<file path="config.mk">
export PLATFORM = sky130hd
export DESIGN_NAME = tt_um_freq_meter
export DESIGN_NICKNAME = d
export VERILOG_FILES = /design/src/rtl/tt_um_freq_meter.sv
export SDC_FILE = /design/constraint.sdc
export NUM_CORES = 1
export LEC_CHECK = 0
export CAP_MARGIN = 30
export CORE_MARGIN = 2
export CORE_UTILIZATION = 55
export CTS_BUF_LIST = sky130_fd_sc_hd__clkbuf_4
export DETAILED_ROUTE_END_ITERATION = 8
export PLACE_DENSITY = 0.77
export SLEW_MARGIN = 20
export SYNTH_ARGS = -nofsm -noshare
export SYNTH_HDL_FRONTEND = slang
export SYNTH_SLANG_ARGS = --single-unit
</file>
<file path="constraint.sdc">
create_clock -name clk -period 2.7 [get_ports clk]
set_clock_uncertainty 0.15 [all_clocks]
set_input_delay 0.675 -clock clk [delete_from_list [all_inputs] [get_ports clk]]
set_output_delay 0.675 -clock clk [all_outputs]
set_load 0.005 [all_outputs]
</file>
<file path="src/rtl/tt_um_freq_meter.sv">
// Gated frequency counter: counts rising edges of ui_in[0] over an N-cycle window
// and holds the last complete count for byte-wise readout on uo_out.
module tt_um_freq_meter #(
  parameter int GATE_CYCLES = 60000000,
  parameter int CNT_W       = 26
) (
  input  logic       clk,
  input  logic       rst_n,
  input  logic       ena,
  input  logic [7:0] ui_in,
  output logic [7:0] uo_out,
  input  logic [7:0] uio_in,
  output logic [7:0] uio_out,
  output logic [7:0] uio_oe
);

  localparam int GATE_SHORT = GATE_CYCLES / 10;
  localparam int GW         = $clog2(GATE_CYCLES);
  localparam logic [GW-1:0]    LAST_LONG  = GW'(GATE_CYCLES - 1);
  localparam logic [GW-1:0]    LAST_SHORT = GW'(GATE_SHORT - 1);
  localparam logic [CNT_W-1:0] CNT_MAX    = '1;

  typedef enum logic [1:0] {S_IDLE, S_SETTLE, S_GATE} state_t;

  state_t           r_state;
  state_t           w_state_nxt;
  logic             r_in_s1, r_in_s2, r_in_prev;
  logic             r_clr_s1, r_clr_s2;
  logic             r_gsel_s1, r_gsel_s2;
  logic [1:0]       r_settle;
  logic             r_short;
  logic [GW-1:0]    r_gate_cnt;
  logic [CNT_W-1:0] r_edge_cnt;
  logic             r_win_ovf;
  logic [CNT_W-1:0] r_result;
  logic             r_valid;
  logic             r_ovf;

  logic             w_edge_now;
  logic             w_cnt_sat;
  logic             w_terminal;
  logic [31:0]      w_res_ext;
  logic             w_unused;

  assign w_edge_now = r_in_s2 & ~r_in_prev;
  assign w_cnt_sat  = (r_edge_cnt == CNT_MAX);
  assign w_terminal = (r_state == S_GATE) &&
                      (r_gate_cnt == (r_short ? LAST_SHORT : LAST_LONG));
  assign w_unused   = &{1'b0, ena, uio_in, ui_in[7:5]};

  always_ff @(posedge clk or negedge rst_n) begin
    if (!rst_n) r_state <= S_IDLE;
    else        r_state <= w_state_nxt;
  end

  always_comb begin
    w_state_nxt = r_state;
    case (r_state)
      S_IDLE:   w_state_nxt = S_SETTLE;
      S_SETTLE: if (r_settle == 2'd2) w_state_nxt = S_GATE;
      S_GATE:   w_state_nxt = S_GATE;
      default:  w_state_nxt = S_IDLE;
    endcase
    // A synchronized clear overrides every transition, including the terminal cycle.
    if (r_clr_s2) w_state_nxt = S_IDLE;
  end

  always_ff @(posedge clk or negedge rst_n) begin
    if (!rst_n) begin
      r_in_s1    <= 1'b0;
      r_in_s2    <= 1'b0;
      r_in_prev  <= 1'b0;
      r_clr_s1   <= 1'b0;
      r_clr_s2   <= 1'b0;
      r_gsel_s1  <= 1'b0;
      r_gsel_s2  <= 1'b0;
      r_settle   <= 2'd0;
      r_short    <= 1'b0;
      r_gate_cnt <= '0;
      r_edge_cnt <= '0;
      r_win_ovf  <= 1'b0;
      r_result   <= '0;
      r_valid    <= 1'b0;
      r_ovf      <= 1'b0;
    end else begin
      r_in_s1   <= ui_in[0];
      r_in_s2   <= r_in_s1;
      r_in_prev <= r_in_s2;
      r_clr_s1  <= ui_in[3];
      r_clr_s2  <= r_clr_s1;
      r_gsel_s1 <= ui_in[4];
      r_gsel_s2 <= r_gsel_s1;
      if (r_clr_s2) begin
        r_settle   <= 2'd0;
        r_gate_cnt <= '0;
        r_edge_cnt <= '0;
        r_win_ovf  <= 1'b0;
        r_result   <= '0;
        r_valid    <= 1'b0;
        r_ovf      <= 1'b0;
      end else begin
        case (r_state)
          S_IDLE: begin
            r_settle   <= 2'd0;
            r_gate_cnt <= '0;
            r_edge_cnt <= '0;
            r_win_ovf  <= 1'b0;
          end
          S_SETTLE: begin
            if (r_settle == 2'd2) begin
              r_settle <= 2'd0;
              r_short  <= r_gsel_s2;
            end else begin
              r_settle <= r_settle + 2'd1;
            end
          end
          S_GATE: begin
            if (w_terminal) begin
              // Fold in this cycle's edge so the window spans exactly N samples.
              r_result   <= w_cnt_sat ? CNT_MAX : r_edge_cnt + CNT_W'(w_edge_now);
              r_ovf      <= r_win_ovf | (w_cnt_sat & w_edge_now);
              r_valid    <= 1'b1;
              r_gate_cnt <= '0;
              r_edge_cnt <= '0;
              r_win_ovf  <= 1'b0;
              r_short    <= r_gsel_s2;
            end else begin
              r_gate_cnt <= r_gate_cnt + GW'(1);
              if (w_edge_now) begin
                if (w_cnt_sat) r_win_ovf  <= 1'b1;
                else           r_edge_cnt <= r_edge_cnt + CNT_W'(1);
              end
            end
          end
          default: ;
        endcase
      end
    end
  end

  assign w_res_ext = 32'(r_result);

  always_comb begin
    uo_out = 8'h00;
    case (ui_in[2:1])
      2'd0: uo_out = w_res_ext[7:0];
      2'd1: uo_out = w_res_ext[15:8];
      2'd2: uo_out = w_res_ext[23:16];
      2'd3: uo_out = w_res_ext[31:24];
      default: uo_out = 8'h00;
    endcase
  end

  assign uio_out = {6'b000000, r_ovf, r_valid};
  assign uio_oe  = 8'h03;

endmodule

</file>
==> summary.txt <==
Floorplan
  • Total core area: 9639 um2
  • Die Outline Area: 10600 um2
  • Die height: slightly above 100 um
  • Io pins: 43
  • Width of the die: 103.0 um
  • Starting density of the core: 55.88%
  • Standard-cell row count: 36

STA
  • Minimum period implied by the final worst setup slack: 2.578 ns
  • Unrepaired setup endpoints after global routing: no
  • Highest Clock Rate: 387.9 MHz
  • Post-route clock period utilization: 95.48%
  • Worst slew margin relative to its limit: 49.14%
  • Worst Setup Slack, final: 0.1221 ns
  • Number of setup violations in the final report: 0
  • Number of hold-slack violations in the final timing report: 0
  • Measured slew at the worst slew-check pin: around 0.76 ns
  • Number of pins exceeding their max-slew limit in the final report: 0

Detailed routing
  • Number of detailed-routing iterations run before antenna repair: 6
  • Number of nets with antenna violations after routing: 0
  • Final wirelength: 12350 um
  • DR vias/cell: 5.846
  • Highest metal layer with signal wires: met4
  • Residual DRC: 0
  • Sum of routed wire segments on met1: 5841 um
  • Wire per inst: around 16 um
  • Initial drt markers: 420
  • Met3 WL: 828 um
  • Amount of wire on met2 after detailed routing: about 5500 um
  • Via count: between 4000 and 5000

Place
  • Routability congestion estimate: 0.8953
  • Buffers added on ports: 16
  • Post-placement worst setup slack: -0.4068 ns
  • Placed wire-length estimate after detailed placement: 8929 um
  • Count of placed standard cells including taps: between 700 and 800

Setup path
  • Highest net fanout along the worst path: 2
  • Buffering stage count on the worst path with inverters included: 1
  • Ordered list of cells on the worst path: or4b_4, or4_4, nor4_4, a21oi_1, nor3_2, buf_4, mux2_2
  • Kind of cell with the highest combined delay on the critical path: simple AND/OR/NAND/NOR gates
  • CP endpoint kind: flop
  • Critical path start-end classification: flop to flop
  • Critical path required time: around 2.9 ns
  • Slowest library cell on the worst path: or4b_4
  • Critical path's largest stage delay: around 0.53 ns
  • Launching element type of the critical path: flop
  • Data arrival time of the worst path: 2.77 ns

CTS
  • H-tree levels: 3
  • Reg clk slew, reported paths: between 0.15 and 0.2 ns
  • Hold bufs inserted after CTS: 0
  • CTS root buf: clkbuf_4
  • Buffers from clock root to sink, at most: 2
  • TritonCTS Buffers: 9
  • Number of clock sinks: 93
  • Clock Latency Late Sink: 0.45 ns
  • TritonCTS clock tree: yes

Logic synthesis
  • Cell variety after synth: 59
  • Area leader, netlist: dfrtp_1
  • Top cell types by occurrence after synthesis: dfrtp_1, nor2_1, nand2_1
  • Netlist Area Pre-Place: 5386 um2
  • Synthesized area per cell: 8.918 um2
  • Post-synth top area share: 43.21%
  • Leading cell type by number of instances after synthesis: dfrtp_1
  • Gate count of the mapped netlist: 604
  • Post-synthesis sequential area ratio: 43.21%
  • Synth area leaders: dfrtp_1, nor2_1, nand2_1, o21ai_0, xor2_1
  • Synth warn: 0
  • Register bit count reported by yosys: just over 90
  • Share of flip-flops with an asynchronous set or reset: 100.0%
  • Main synth FF type: dfrtp_1
  • Number of flops mapped to enable cells by yosys: 0

Global route
  • Total track usage: 24.45%
  • Number of antenna violations at the first check in global routing: 0
  • Via count of the first global-routing pass: 4062
  • Maximum number of pins on one net before global-route repair: 60
  • Overflow left after global routing: 0
  • First-pass GRT wire length: just over 20000 um

Layout
  • Share of the core filled with cells in the final layout: a little over 60%
  • Area growth from synthesis to final layout: 10.64%
  • Share of layout cells above drive strength 1: 14.11%
  • Filler-free cell count of the finished design: a little under 800
  • Ant diodes: 0
  • Net count reported at finish: roughly 660

Power and ir drop
  • Largest voltage drop on the vdd net: 0.2584 mV
  • Static power due to leakage: 2.505 nW
  • Final Power: approximately 2.8 mW
  • Areal power density over the cells: approximately 460 nW/um2

Outcome
  • Result of the run: complete, no violations

Job
  • Number of max-cap violations: 0

Min path
  • Type of the most critical hold path: input port to async pin
-- state kept, by name (all words and copies together) (netlist names), 2 cells and up --
register    flops
r_edge_cnt     26
r_gate_cnt     26
r_result       26
r_settle        2
r_state         2
-- path summary, 6_finish.rpt --
check | startpoint | end | slack (ns) | cells after the start
worst max-delay path | r_gate_cnt[14] | r_short | 0.12 | 7
worst min-delay path | rst_n | r_gate_cnt[24] | 0.003 | 1
worst max register to register | r_gate_cnt[14] | r_short | 0.12 | 7
worst min register to register | r_clr_s1 | r_clr_s2 | 0.22 | 0
max in group asynchronous | rst_n | r_result[1] | 1.70 | 2
min in group clk | r_clr_s1 | r_clr_s2 | 0.22 | 0
-- cell usage in the layout (no fill, tap or decap), drive strengths merged, types with 2 or more instances in the layout --
master	instances
and4b	2
clkinv	3
nor4	10
or4	2
dfrtp	93
nor2	78
buf	40
a31oi	6
ha	7
conb	14
or2	2
nor2b	4
inv	10
xor2	21
nand2	77
nor3b	4
o31ai	14
and4bb	4
o41ai	8
and3	9
or3	3
nand3	28
a21oi	11
clkbuf	14
nor3	11
nand4	18
and2	6
and4	9
o21ai	69
mux4	2
clkdlybuf4s50	5
nand2b	6
mux2i	8
xnor2	20
dlygate4sd2	4
-- final cells by class --
class	count	area, um2
Timing Repair Buffer	55	464.2
Fill cell	816	3680
Clock inverter	7	72.57
Sequential cell	93	2327
Inverter	8	30.03
Tap cell	133	166.4
Clock buffer	9	67.56
Multi-Input combinational cell	466	2831
-- power breakdown --
part | switching [mW] | internal (mW) | total [mW]
Sequential | 0.0434 | 1.43 | 1.47
Clock | 0.491 | 0.286 | 0.777
Combinational | 0.336 | 0.177 | 0.513
Total | 0.871 | 1.89 | 2.76
-- layer usage --
metal	vias up	GRT usage, %
li1	2153	-
met3	22	4.136
met2	180	34.77
met4	0	7.085
met1	2152	38.24
met5	-	0
-- stage by stage --
stage                     hold slack, ns  instance area, um2  setup TNS (ns)
after floorplan                   0.1812                5431               0
after global placement            0.1826                5791          -2.532
after detailed placement          0.1847                5791          -2.980
after CTS                        0.01121                5926               0
after global routing             0.01777                5959               0
final                           0.003204                5959               0
-- logic make-up after synthesis --
| logic type | synth area share (%) |
|---|---|
| compound gates | 13.24 |
| buf+inv | 5.900 |
| xor+xnor | 6.667 |
| simple gates | 26.69 |
| other cells | 0.1394 |
| mux | 2.532 |
| fa+ha+maj | 1.626 |
| flops | 43.21 |
-- timing repair --
item | in CTS | in global routing
setup endpoints to repair | 9 | 17
pin swaps | 0 | 2
setup buffers | 0 | 1
endpoints found under the hold margin | 0 | 0
gates resized for setup | 10 | 19
Note: power is estimated with default switching activity, not from simulation.
